<file path="src/rtl/key_conditioner.sv">
// Push-button conditioner: two-flop synchroniser, debouncer, edge pulses and an
// auto-repeating STEP generator, one independent lane per key.
module key_conditioner #(
  parameter int N_KEYS          = 3,
  parameter int CNT_W           = 26,
  parameter int DEBOUNCE_CYCLES = 1000000,
  parameter int REPEAT_DELAY    = 25000000,
  parameter int REPEAT_RATE     = 5000000
) (
  input  logic              CLOCK_50,
  input  logic              RESET,
  input  logic [N_KEYS-1:0] KEY,
  output logic [N_KEYS-1:0] KEY_LEVEL,
  output logic [N_KEYS-1:0] KEY_PRESS,
  output logic [N_KEYS-1:0] KEY_RELEASE,
  output logic [N_KEYS-1:0] KEY_STEP
);

  typedef enum logic [1:0] {
    ST_IDLE   = 2'd0,
    ST_DELAY  = 2'd1,
    ST_REPEAT = 2'd2
  } rp_state_e;

  localparam logic [CNT_W-1:0] DB_LAST = CNT_W'(DEBOUNCE_CYCLES - 1);
  localparam logic [CNT_W-1:0] RD_LAST = CNT_W'(REPEAT_DELAY - 1);
  localparam logic [CNT_W-1:0] RR_LAST = CNT_W'(REPEAT_RATE - 1);
  localparam logic [CNT_W-1:0] CNT_ONE = CNT_W'(1);

  logic [N_KEYS-1:0]            sync1_q, sync2_q;
  logic [N_KEYS-1:0]            level_q, level_d;
  logic [N_KEYS-1:0]            press_q, press_d;
  logic [N_KEYS-1:0]            release_q, release_d;
  logic [N_KEYS-1:0]            step_q, step_d;
  logic [N_KEYS-1:0][CNT_W-1:0] db_cnt_q, db_cnt_d;
  logic [N_KEYS-1:0][CNT_W-1:0] rp_cnt_q, rp_cnt_d;
  rp_state_e                    state_q [N_KEYS];
  rp_state_e                    state_d [N_KEYS];

  // Per-lane debounce, edge detection and repeat FSM next-state logic.
  // Rise/fall are taken from level_d so PRESS/STEP/RELEASE land on the same edge
  // as KEY_LEVEL, and a falling level suppresses a coincident terminal-count STEP.
  always_comb begin
    for (int i = 0; i < N_KEYS; i++) begin
      level_d[i]  = level_q[i];
      db_cnt_d[i] = db_cnt_q[i];
      state_d[i]  = state_q[i];
      rp_cnt_d[i] = rp_cnt_q[i];
      step_d[i]   = 1'b0;

      if (sync2_q[i] != level_q[i]) begin
        if (db_cnt_q[i] == DB_LAST) begin
          level_d[i]  = ~level_q[i];
          db_cnt_d[i] = '0;
        end else begin
          db_cnt_d[i] = db_cnt_q[i] + CNT_ONE;
        end
      end else begin
        db_cnt_d[i] = '0;
      end

      press_d[i]   = level_d[i] & ~level_q[i];
      release_d[i] = ~level_d[i] & level_q[i];

      case (state_q[i])
        ST_IDLE: begin
          if (press_d[i]) begin
            step_d[i]  = 1'b1;
            rp_cnt_d[i] = '0;
            state_d[i] = ST_DELAY;
          end else begin
            rp_cnt_d[i] = '0;
          end
        end
        ST_DELAY: begin
          if (release_d[i]) begin
            rp_cnt_d[i] = '0;
            state_d[i]  = ST_IDLE;
          end else if (rp_cnt_q[i] == RD_LAST) begin
            step_d[i]   = 1'b1;
            rp_cnt_d[i] = '0;
            state_d[i]  = ST_REPEAT;
          end else begin
            rp_cnt_d[i] = rp_cnt_q[i] + CNT_ONE;
          end
        end
        ST_REPEAT: begin
          if (release_d[i]) begin
            rp_cnt_d[i] = '0;
            state_d[i]  = ST_IDLE;
          end else if (rp_cnt_q[i] == RR_LAST) begin
            step_d[i]   = 1'b1;
            rp_cnt_d[i] = '0;
          end else begin
            rp_cnt_d[i] = rp_cnt_q[i] + CNT_ONE;
          end
        end
        default: begin
          rp_cnt_d[i] = '0;
          state_d[i]  = ST_IDLE;
        end
      endcase
    end
  end

  // State registers; the synchroniser inverts so that 1 means pressed.
  always_ff @(posedge CLOCK_50) begin
    if (RESET) begin
      sync1_q   <= '0;
      sync2_q   <= '0;
      level_q   <= '0;
      press_q   <= '0;
      release_q <= '0;
      step_q    <= '0;
      db_cnt_q  <= '0;
      rp_cnt_q  <= '0;
      for (int i = 0; i < N_KEYS; i++) begin
        state_q[i] <= ST_IDLE;
      end
    end else begin
      sync1_q   <= ~KEY;
      sync2_q   <= sync1_q;
      level_q   <= level_d;
      press_q   <= press_d;
      release_q <= release_d;
      step_q    <= step_d;
      db_cnt_q  <= db_cnt_d;
      rp_cnt_q  <= rp_cnt_d;
      state_q   <= state_d;
    end
  end

  assign KEY_LEVEL   = level_q;
  assign KEY_PRESS   = press_q;
  assign KEY_RELEASE = release_q;
  assign KEY_STEP    = step_q;

endmodule

</file>
<file path="config.mk">
export PLATFORM = sky130hd
export DESIGN_NAME = key_conditioner
export DESIGN_NICKNAME = d
export VERILOG_FILES = /design/src/rtl/key_conditioner.sv
export SDC_FILE = /design/constraint.sdc
export NUM_CORES = 1
export LEC_CHECK = 0
export CAP_MARGIN = 0
export CORE_ASPECT_RATIO = 0.75
export CORE_UTILIZATION = 49
export DETAILED_ROUTE_END_ITERATION = 12
export HOLD_SLACK_MARGIN = 0.08
export PLACE_DENSITY_LB_ADDON = 0.05
export SLEW_MARGIN = 20
export SYNTH_ARGS = -nofsm -noshare
export SYNTH_HDL_FRONTEND = slang
export SYNTH_SLANG_ARGS = --single-unit
</file>
<file path="constraint.sdc">
create_clock -name CLOCK_50 -period 2.4 [get_ports CLOCK_50]
set_input_delay 0.48 -clock CLOCK_50 [delete_from_list [all_inputs] [get_ports CLOCK_50]]
set_output_delay 0.48 -clock CLOCK_50 [all_outputs]
set_load 0.1 [all_outputs]
</file>
==> metrics.md, run 1 <==
| Metric | Value |
|---|---|
| Post-synth EDFFs | `0` |
| Maximum VDD drop | `0.4261 mV` |
| Power density over the cells | `around 610 nW/um^2` |
| Leakage | `around 3 nW` |
| Rows | `41` |
| # hold bufs at CTS | `0` |
| Die height | `roughly 120 um` |
| YS warnings | `0` |
| Post-DP HPWL | `about 12 mm` |
| Relative slew slack | `53.86%` |
| CP max-delay cell | `o2111ai_2` |
| Seq/Total Area, Yosys | `between 40% and 50%` |
| WS Path Type | `register to register` |
| Synth Area per Inst | `~8.7 sq um` |
| CP cell instances | `nand4b_1 -> or4b_4 -> o31a_1 -> o2111ai_2 -> nor2_1` |
| CTS Buffer Depth | `2` |
| Reg clk slew, reported paths | `roughly 0.070 ns` |
| Total wire length | `about 17 mm` |
| GPL Wtd Cong | `0.7919` |
| Clock skew | `between 0.01 and 0.015 ns` |
| Post-DR vias/cell | `between 5 and 6` |
| Initial Util | `around 50%` |
| I/O pin cnt | `17` |
| Worst path bufs/invs | `0` |
| CTS sink count | `180` |
| Final setup vio count | `0` |
| Mapped Nets | `996` |
| Mapped Area | `8459 sq um` |
| CP arrival | `roughly 2.6 ns` |
| Placed instance area | `8924 sq um` |
| H-Tree Depth | `4` |
| Final instance area | `approximately 9500 sq um` |
| Initial antenna violation count | `0` |
| Flop2flop setup slack | `between 0.1 and 0.15 ns` |
| Die area | `17800 sq um` |
| Post-route DRC | `0` |
| Layout cell share with drive strength beyond 1 | `between 8 and 9%` |
| Iteration-0 DRC Markers | `420` |
| Synth cell types | `~60` |
| Crit end category | `register` |
| CTS Root Cell | `clkbuf_16` |
| Synthesis-to-layout area growth | `12.45%` |
| DR vias | `approximately 6.6k` |
| Tot GR Track Use | `just under 20%` |
| Core Region | `roughly 17000 sq um` |
| Status | `complete, no violations` |
| Commonest register cell after synthesis | `dfxtp_1` |
| Drt pass-1 iters | `4` |
| NumNets Final | `between 1k and 1.5k` |
| First-pass GRT wire length | `28.66 mm` |
| Worst Tran Pin Value | `~0.7 ns` |
| Crit share post-route | `95.42%` |
| Port buffer count | `16` |
| Die width | `between 150 and 200 um` |
| Hold Path Class | `register to register` |
| Post-Synthesis Cells | `973` |
| Max frequency | `between 400 and 500 MHz` |
| CP Launch Type | `register` |
| Total congestion overflow | `0` |
| Post-synthesis async set-or-reset flop share | `0%` |
| Most frequent cells in the layout | `nor2_1 (195), dfxtp_1 (180), xor2_1 (80)` |
| Diode count | `0` |
| Post-route setup TNS | `0 ns` |
| Post-cts sizing count | `0` |
| CP Max Fanout | `13` |
| #FFs+latches synth | `180` |
| DRT antenna net count | `0` |
| Crit-path max cell delay | `just under 0.6 ns` |
| Vias in the first global route | `roughly 5.8k` |
| Largest net degree at the start of global routing | `27` |
| Critical Path RT | `about 2.7 ns` |
| Most common cell after layout, fill and taps aside | `nor2_1` |
| Clock buffer count from CTS | `17` |
| Unrepaired setup endpoints after global routing | `no` |
| Routed WL per cell | `around 14 um` |
| Setup Fix Bufs, Post-CTS | `0` |
| Clk_lat worst skew | `0.43 ns` |
| Delay-heaviest family, CP | `compound AO/OA/AOI/OAI gates` |
| Final Slew Violations | `0` |
| CTS tree | `done` |
| Final hold vios | `0` |
| # Max-Cap Violations | `0` |
| Tmin final | `2.290 ns` |
stage by stage:
step	hold slack (ns)	power [mW]	utilization [%]	worst slack [ns]	cells
2_1_floorplan	0.4107	3.088	-	0.1453	973
3_3_place_gp	0.4149	3.111	52.87	0.1264	1197
3_5_place_dp	0.4245	3.112	52.87	0.07090	1197
4_1_cts	0.4449	5.835	56.28	0.06076	1229
5_1_grt	0.4637	5.969	56.36	0.009715	1230
6_report	0.4416	5.756	56.36	0.1098	1230
worst reg2reg max path, cell delays in order (launching register included):
cell and delay [ns]:
dfxtp_1 0.40, nand4b_1 0.13, or4b_4 0.56, o31a_1 0.36, o2111ai_2 0.59, nor2_1 0.11
Yosys cell counts, drive strengths merged (3+ instances only):
library cell | instances | area (sq um)
nor2 | 195 | 732.0
dfxtp | 180 | 3603
xor2 | 80 | 700.7
xnor2 | 64 | 560.5
nand3 | 62 | 310.3
nand4 | 55 | 344.1
nand2 | 52 | 195.2
inv | 31 | 116.4
nor4 | 30 | 200.2
nor3 | 27 | 135.1
and3 | 24 | 150.1
and4 | 21 | 183.9
buf | 18 | 123.9
ha | 18 | 225.2
clkbuf | 15 | 56.30
nor4b | 13 | 113.9
and2 | 8 | 50.05
nor2b | 6 | 37.54
or3 | 6 | 37.54
or4 | 5 | 41.29
nand4b | 4 | 35.03
o41ai | 4 | 42.55
or4b | 4 | 43.79
a211oi | 3 | 22.52
a31oi | 3 | 18.77
and4b | 3 | 30.03
mux2i | 3 | 30.03
nor4bb | 3 | 30.03
o21ai | 3 | 15.01
or2 | 3 | 18.77
power breakdown:
group          leakage, nW  switching [mW]  internal, mW  total (mW)
combinational         1.27          0.0291        0.0183      0.0474
clock                0.269            1.22          1.50        2.71
sequential            1.45         0.00376          2.99        3.00
total                 2.99            1.25          4.51        5.76
flip-flops by register name, summed over array words and instances, names as in the netlist:
register	flops
KEY_LEVEL	3
KEY_RELEASE	3
KEY_STEP	3
KEY_PRESS	3
db_cnt_q	78
sync2_q	3
rp_cnt_q	78
state_q	6
sync1_q	3
final cells by class:
cell class / instances / area, sq um
Clock inverter: 13 / 121.4
Sequential cell: 180 / 3603
Fill cell: 1568 / 7365
Timing Repair Buffer: 42 / 375.4
Multi-Input combinational cell: 729 / 4571
Inverter: 32 / 120.1
Tap cell: 215 / 269.0
Clock buffer: 19 / 452.9
layer usage:
| layer | up-vias | routed length [um] | global-route usage, % |
|---|---|---|---|
| met5 | - | 0 | 0 |
| met4 | 0 | 117 | 5.733 |
| met3 | 8 | 507 | 4.076 |
| met2 | 72 | 6710 | 27.82 |
| met1 | 3030 | 9548 | 30.16 |
| li1 | 3451 | - | - |
cell families (layout without fill, tap and decap cells):
group	Yosys count	after routing	share of synthesized area, %
AOI/OAI and AO/OA	35	36	3.535
xor gates and xnor gates	144	144	14.91
adders and majority gates	18	18	2.662
buffers and inverters	65	106	3.550
DFF	180	180	42.60
muxes	3	3	0.3550
and+or+nand+nor	528	528	32.39
worst paths after layout:
check	from	end	depth (start not counted)
worst min register to register	rp_cnt_q[26]	rp_cnt_q[26]	1
worst min-delay path	rp_cnt_q[26]	rp_cnt_q[26]	1
worst max-delay path	rp_cnt_q[50]	rp_cnt_q[31]	5
worst max register to register	rp_cnt_q[50]	rp_cnt_q[31]	5
No activity file was read; power rests on OpenSTA's default activity.
==> run 2, diff against run 1 <==
--- a/config.mk
+++ b/config.mk
@@ -8,6 +8,7 @@
 export CAP_MARGIN = 0
 export CORE_ASPECT_RATIO = 0.75
 export CORE_UTILIZATION = 49
+export CTS_CLUSTER_SIZE = 8
 export DETAILED_ROUTE_END_ITERATION = 12
 export HOLD_SLACK_MARGIN = 0.08
 export PLACE_DENSITY_LB_ADDON = 0.05
==> results of run 2 <==
No change in the layout: final DEF, timing and power equal those of run 1.
==> run 3, diff against run 2 <==
--- a/config.mk
+++ b/config.mk
@@ -5,12 +5,12 @@
 export SDC_FILE = /design/constraint.sdc
 export NUM_CORES = 1
 export LEC_CHECK = 0
+export ABC_CLOCK_PERIOD_IN_PS = 2400
 export CAP_MARGIN = 0
 export CORE_ASPECT_RATIO = 0.75
 export CORE_UTILIZATION = 49
 export CTS_CLUSTER_SIZE = 8
 export DETAILED_ROUTE_END_ITERATION = 12
-export HOLD_SLACK_MARGIN = 0.08
 export PLACE_DENSITY_LB_ADDON = 0.05
 export SLEW_MARGIN = 20
 export SYNTH_ARGS = -nofsm -noshare
==> results of run 3 <==
No change in the layout: final DEF, timing and power equal those of run 1.
==> RTL edit 1 (settings of run 2) <==
Set the parameter `CNT_W` to 34 (it was 26).
--- a/src/rtl/key_conditioner.sv
+++ b/src/rtl/key_conditioner.sv
@@ -2,7 +2,7 @@
 // auto-repeating STEP generator, one independent lane per key.
 module key_conditioner #(
   parameter int N_KEYS          = 3,
-  parameter int CNT_W           = 26,
+  parameter int CNT_W           = 34,
   parameter int DEBOUNCE_CYCLES = 1000000,
   parameter int REPEAT_DELAY    = 25000000,
   parameter int REPEAT_RATE     = 5000000
Function: no difference found for any inputs over 4 cycles, from zero or initial values and one cycle with RESET high; that may be too few to reach the edited logic, so the function may still have changed.
==> RTL edit 1 against run 2 <==
Power increased by 43%. Design area increased by 30%. Sequential cell count increased by 48. Clock skew increased by 1.3 ps. Worst setup slack improved by 15 ps. Area after synthesis increased by 26%. Synthesized cell count increased by 31%. Wire length increased by 34%. Largest cell class unchanged.
==> RTL edit 1: results (changes against run 2) <==
status=completed; net switching power=1.61 mW (+29%); ys async rst share=0 (unchanged); CP Max Fanout=6 (-7); Worst Hold Class=reg -> reg; largest net degree at the start of global routing=35 (+30%); DR iter-0 viols=576 (+37%); YS warnings=0 (unchanged); CTS max path bufs=3 (+1); initial antenna violation count=0 (unchanged); critical path arrival=2650 ps (+80 ps); total CTS buffers=34 (+17); hpwl dp=15300 µm (+32%); clk slew on worst S/H paths=50 ps (-20 ps); post-CTS setup repair buffer count=0 (unchanged); share of cells above drive strength 1=0.0820 (-0.00272); worst slew pin tran=578 ps (-114 ps); input/output buffers=16 (unchanged); wire per inst=14.1 µm (+2.6%); gr usage total=0.206 (+0.00748); worst reg2reg setup slack=120 ps; register area share after synthesis=0.427 (+0.000744); Lkg Pwr=3.79 nW (+27%); worst r2r src=rp_cnt_q[91]$_SDFF_PP0_; CP Capture Point=state_q[0]$_SDFFE_PP0P_; final setup skew=13.4 ps (+1.35 ps); largest cells by area after synthesis=dfxtp_1 43%, xnor2_1 7.6%, nor2_1 7.4%, xor2_1 6.1%, nand3_1 3.9%; Commonest cells post-synth=228 x dfxtp_1, 212 x nor2_1, 93 x xnor2_1; placer congestion estimate=0.786 (-0.75%); Yosys cell types=58 (-1.7%); Worst VDD drop=518 µV (+22%); total number of vias=8816 (+34%); WS Path Type=reg -> reg; global-route wire length before repair=38800 µm (+35%); Filler cells=1992 (+27%); biggest regs=db_cnt_q (102), rp_cnt_q (102), state_q (6); r2r worst-path depth=6 (+1); root buffer cell=clkbuf_16; worst skew pair latency=490 ps (+60 ps); drt pass-1 iters=5 (+1); H-tree Lvls=2 (-2); Antenna Cells=0 (unchanged); vias in the first global route=8057 (+38%); Most used DFF post-synth=dfxtp_1
[RTL edit 1: routing by layer]
layer	vias up	global-route usage	share of wire
met5	-	0	0
met4	0	0.0646	0.017
met3	38	0.0364	0.040
met2	140	0.300	0.40
met1	4088	0.306	0.54
li1	4550	-	-
[RTL edit 1: power by group through the flow]
stage	combinational (mW)	clock [mW]	sequential, mW
floorplan	0.0319	0	3.88
global placement	0.0560	0	3.88
CTS	0.0561	4.48	3.80
finish	0.0551	4.35	3.80
global route	0.0616	4.64	3.80
detailed placement	0.0558	0	3.88
[RTL edit 1: worst min path at each step]
stage                                 from                endpoint  slack [ps]  cells past startpoint
finish               sync1_q[1]$_SDFF_PP0_   sync2_q[1]$_SDFF_PP0_         430                      1
detailed placement   sync1_q[2]$_SDFF_PP0_   sync2_q[2]$_SDFF_PP0_         430                      1
global placement     sync1_q[0]$_SDFF_PP0_   sync2_q[0]$_SDFF_PP0_         420                      1
global route         sync1_q[0]$_SDFF_PP0_   sync2_q[0]$_SDFF_PP0_         450                      1
floorplan           db_cnt_q[0]$_SDFF_PP0_  db_cnt_q[0]$_SDFF_PP0_         410                      1
CTS                  sync1_q[0]$_SDFF_PP0_   sync2_q[0]$_SDFF_PP0_         440                      1
[RTL edit 1: layout make-up]
type / instances / area (µm²) / share of cell area
Tap cell: 288 / 360 / 0.0292
Clock inverter: 1 / 30.0 / 0.00243
Sequential cell: 228 / 4570 / 0.370
Timing Repair Buffer: 58 / 495 / 0.0401
Multi-Input combinational cell: 954 / 5820 / 0.472
Clock buffer: 37 / 926 / 0.0750
Inverter: 39 / 146 / 0.0119
[RTL edit 1: critical path, stage by stage, from the launching register on]
cell and delay (ps):
dfxtp_1 340, or4b_1 520, or4_4 470, o41ai_1 370, buf_4 180, o22ai_1 60, a32o_1 220
[RTL edit 1: logic make-up (layout without fill, tap and decap cells)]
logic type      Yosys count  after routing  share of synthesized area
flops                   228            228                      0.427
mux                       5              5                    0.00480
fa+ha+maj                18             18                     0.0211
simple gates            679            679                      0.328
compound gates           85             85                     0.0504
buf+inv                  88            135                     0.0322
xor+xnor                167            167                      0.137
[RTL edit 1: timing repair]
action,4_1_cts,5_1_grt
endpoints found under the hold margin,0,0
endpoints found under the setup margin,0,2
resized for setup,0,1
[RTL edit 1: stage by stage]
| stage | instance area, µm² | std cells | worst slack (ps) |
|---|---|---|---|
| finish | 12300 | 1605 | 125 |
| global route | 12300 | 1605 | 9.64 |
| CTS | 12300 | 1605 | 105 |
| detailed placement | 11400 | 1567 | 107 |
| global placement | 11400 | 1567 | 151 |
| floorplan | 10700 | 1270 | 67.8 |
==> RTL edit 2 (flow settings as in run 2) <==
Made on the original files. Register the output `KEY_LEVEL` once more, cleared by the reset; this adds one clock of latency there. The other outputs are not delayed to match.
--- a/src/rtl/key_conditioner.sv
+++ b/src/rtl/key_conditioner.sv
@@ -130,7 +130,13 @@
     end
   end
 
-  assign KEY_LEVEL   = level_q;
+  always_ff @(posedge CLOCK_50) begin
+    if (RESET) begin
+      KEY_LEVEL <= '0;
+    end else begin
+      KEY_LEVEL <= level_q;
+    end
+  end
   assign KEY_PRESS   = press_q;
   assign KEY_RELEASE = release_q;
   assign KEY_STEP    = step_q;
Formal check against the unedited RTL: no difference found for any inputs over 10 cycles, from zero or initial values and one cycle with RESET high; that may be too few to reach the edited logic, so the function may still have changed.
==> RTL edit 2 against run 2 <==
The run now ends with design-rule violations left. Via count down 5.7%. Maximum frequency down 1.8%. Power up 6.1%. Wire length down 9.3%. Clock skew down 4.6 ps. Area after synthesis down 2.0%. Sequential cell count up 3. Worst setup slack worse by 41 ps. Hold slack worse by 4.2 ps. Global-route usage down 0.99 points. Design area down 0.92%. Synthesized cell count up 0.21%. Largest cell class unchanged.
==> RTL edit 2: results (changes against run 2) <==
status=finished with violations; failing checks=design-rule violations; switching share of power=0.200 (-0.0168); r2r worst-path depth=6 (+1); Yosys cell types=54 (-8.5%); final slew viol count=0 (unchanged); global-route wire length before repair=26800 µm (-6.3%); CTS max path bufs=2 (unchanged); worst skew pair latency=420 ps; hpwl dp=10500 µm (-8.9%); Most used DFF post-synth=dfxtp_1; hold path startpoint=sync1_q[2]$_SDFF_PP0_; CP Max Fanout=4 (-9); YS warnings=0 (unchanged); wire per inst=12.5 µm (-9.1%); share of cells above drive strength 1=0.0747 (-0.0100); adder-cell area share of the yosys netlist=0.0272 (+0.000551); hold endpoint=sync2_q[2]$_SDFF_PP0_; Worst Path Required=2750 ps (+70 ps); syn avg cell area=8.50 µm² (-2.2%); vias in the first global route=5630 (-3.7%); Synth Area in XOR/XNOR=0.149 (about the same); largest cells by area after synthesis=dfxtp_1 44%, nor2_1 9.5%, xnor2_1 7.9%, xor2_1 7.0%, nand3_1 3.7%; total number of vias=6185 (-5.7%); # DRC=1 (+1); gr usage total=0.188 (-0.00989); Commonest cells post-synth=210 x nor2_1, 183 x dfxtp_1, 75 x xnor2_1; worst r2r src=rp_cnt_q[41]$_SDFF_PP0_; largest net degree at the start of global routing=31 (+15%); clk slew on worst S/H paths=70 ps (about the same); capturing point of the worst reg2reg path=state_q[2]$_SDFFE_PP0P_; Lkg Pwr=2.95 nW (-1.4%); Synth Area in Compound Gates=0.0388 (+0.00345); hold depth=1 (unchanged); total CTS buffers=17 (unchanged); initial antenna violation count=0 (unchanged); Worst VDD drop=357 µV (-16%); Antenna Cells=0 (unchanged); worst reg2reg setup slack=70 ps (-40 ps); worst slew pin tran=509 ps (-183 ps); drt pass-1 iters=8 (+4); grt total ovfl=0 (unchanged); DR iter-0 viols=320 (-24%); routed wire length=15300 µm (-9.3%); final setup skew=7.43 ps (-4.58 ps); register area share after synthesis=0.442 (+0.0161); placer congestion estimate=0.792 (about the same); Worst Hold Class=reg -> reg; biggest regs=db_cnt_q (78), rp_cnt_q (78), state_q (6); worst slack, placed=71.5 ps (+0.574 ps); Filler cells=1481 (-5.5%); Layout Nets=1027 (+0.20%); DP Cell Count=1195 (-0.17%); mux contribution to synthesized area=0.00121 (-0.00234)
-- RTL edit 2: cell count changes in the layout (fill, tap and decap cells not counted), sizes merged, moves of 9 or more --
| cell | run 2 | this run |
|---|---|---|
| nand4 | 55 | 37 |
| nor2 | 195 | 210 |
| xor2 | 80 | 66 |
| nand2 | 52 | 65 |
| a21oi | 2 | 14 |
| and3 | 24 | 12 |
| xnor2 | 64 | 75 |
| nor4 | 30 | 20 |
| nor4b | 13 | 4 |
-- RTL edit 2: cell type report --
class / instances / area (µm²) / share of cell area
inverters: 34 / 128 / 0.0135
clock buffers: 20 / 457 / 0.0485
well taps: 210 / 263 / 0.0279
flip-flops and latches: 183 / 3660 / 0.389
repair buffers: 38 / 358 / 0.0380
multi-input cells: 730 / 4380 / 0.465
clock inverters: 12 / 175 / 0.0186
-- RTL edit 2: power groups by stage --
stage,logic (mW),clock network (mW),registers [mW]
3_3_place_gp,0.0945,0,3.13
4_1_cts,0.0942,3.04,3.06
2_1_floorplan,0.0675,0,3.12
5_1_grt,0.106,3.17,3.06
6_report,0.0935,2.96,3.06
3_5_place_dp,0.0939,0,3.13
-- RTL edit 2: critical path, stage by stage, from the launching register on --
cell      delay [ps]
dfxtp_1          340
or4b_4           530
or4_4            570
o21ai_2          150
nand2b_1         100
or4_1            410
a31oi_1          170
-- RTL edit 2: worst max-delay path by stage --
stage / endpoint / slack, ps / cells after the start / start
floorplan: state_q[2]$_SDFFE_PP0P_ / 180 / 6 / rp_cnt_q[33]$_SDFF_PP0_
global placement: state_q[2]$_SDFFE_PP0P_ / 90 / 6 / rp_cnt_q[36]$_SDFF_PP0_
detailed placement: state_q[2]$_SDFFE_PP0P_ / 70 / 6 / rp_cnt_q[36]$_SDFF_PP0_
CTS: state_q[2]$_SDFFE_PP0P_ / 70 / 6 / rp_cnt_q[36]$_SDFF_PP0_
global route: state_q[2]$_SDFFE_PP0P_ / 0.1 / 6 / rp_cnt_q[41]$_SDFF_PP0_
finish: state_q[2]$_SDFFE_PP0P_ / 70 / 6 / rp_cnt_q[41]$_SDFF_PP0_
-- RTL edit 2: layer usage --
metal,wire length [µm],track usage
met1,8790,0.279
met2,6070,0.269
met3,308,0.0424
met4,138,0.0551
met5,0,0
-- RTL edit 2: logic make-up after synthesis --
| family | count (synthesis) |
|---|---|
| xor+xnor | 141 |
| buf+inv | 62 |
| flops | 183 |
| fa+ha+maj | 18 |
| simple gates | 522 |
| mux | 1 |
| compound gates | 48 |
-- RTL edit 2: per-stage QoR --
step,hold WS [ps],cell area [µm²]
final,437,9430
after detailed placement,426,8790
after global placement,425,8790
after CTS,441,9420
after global routing,449,9430
after floorplan,413,8290
-- RTL edit 2: timing repair --
| item | CTS | global route |
|---|---|---|
| resized for setup | 0 | 1 |
| buffers inserted | 0 | 0 |
| setup endpoints to repair | 0 | 16 |
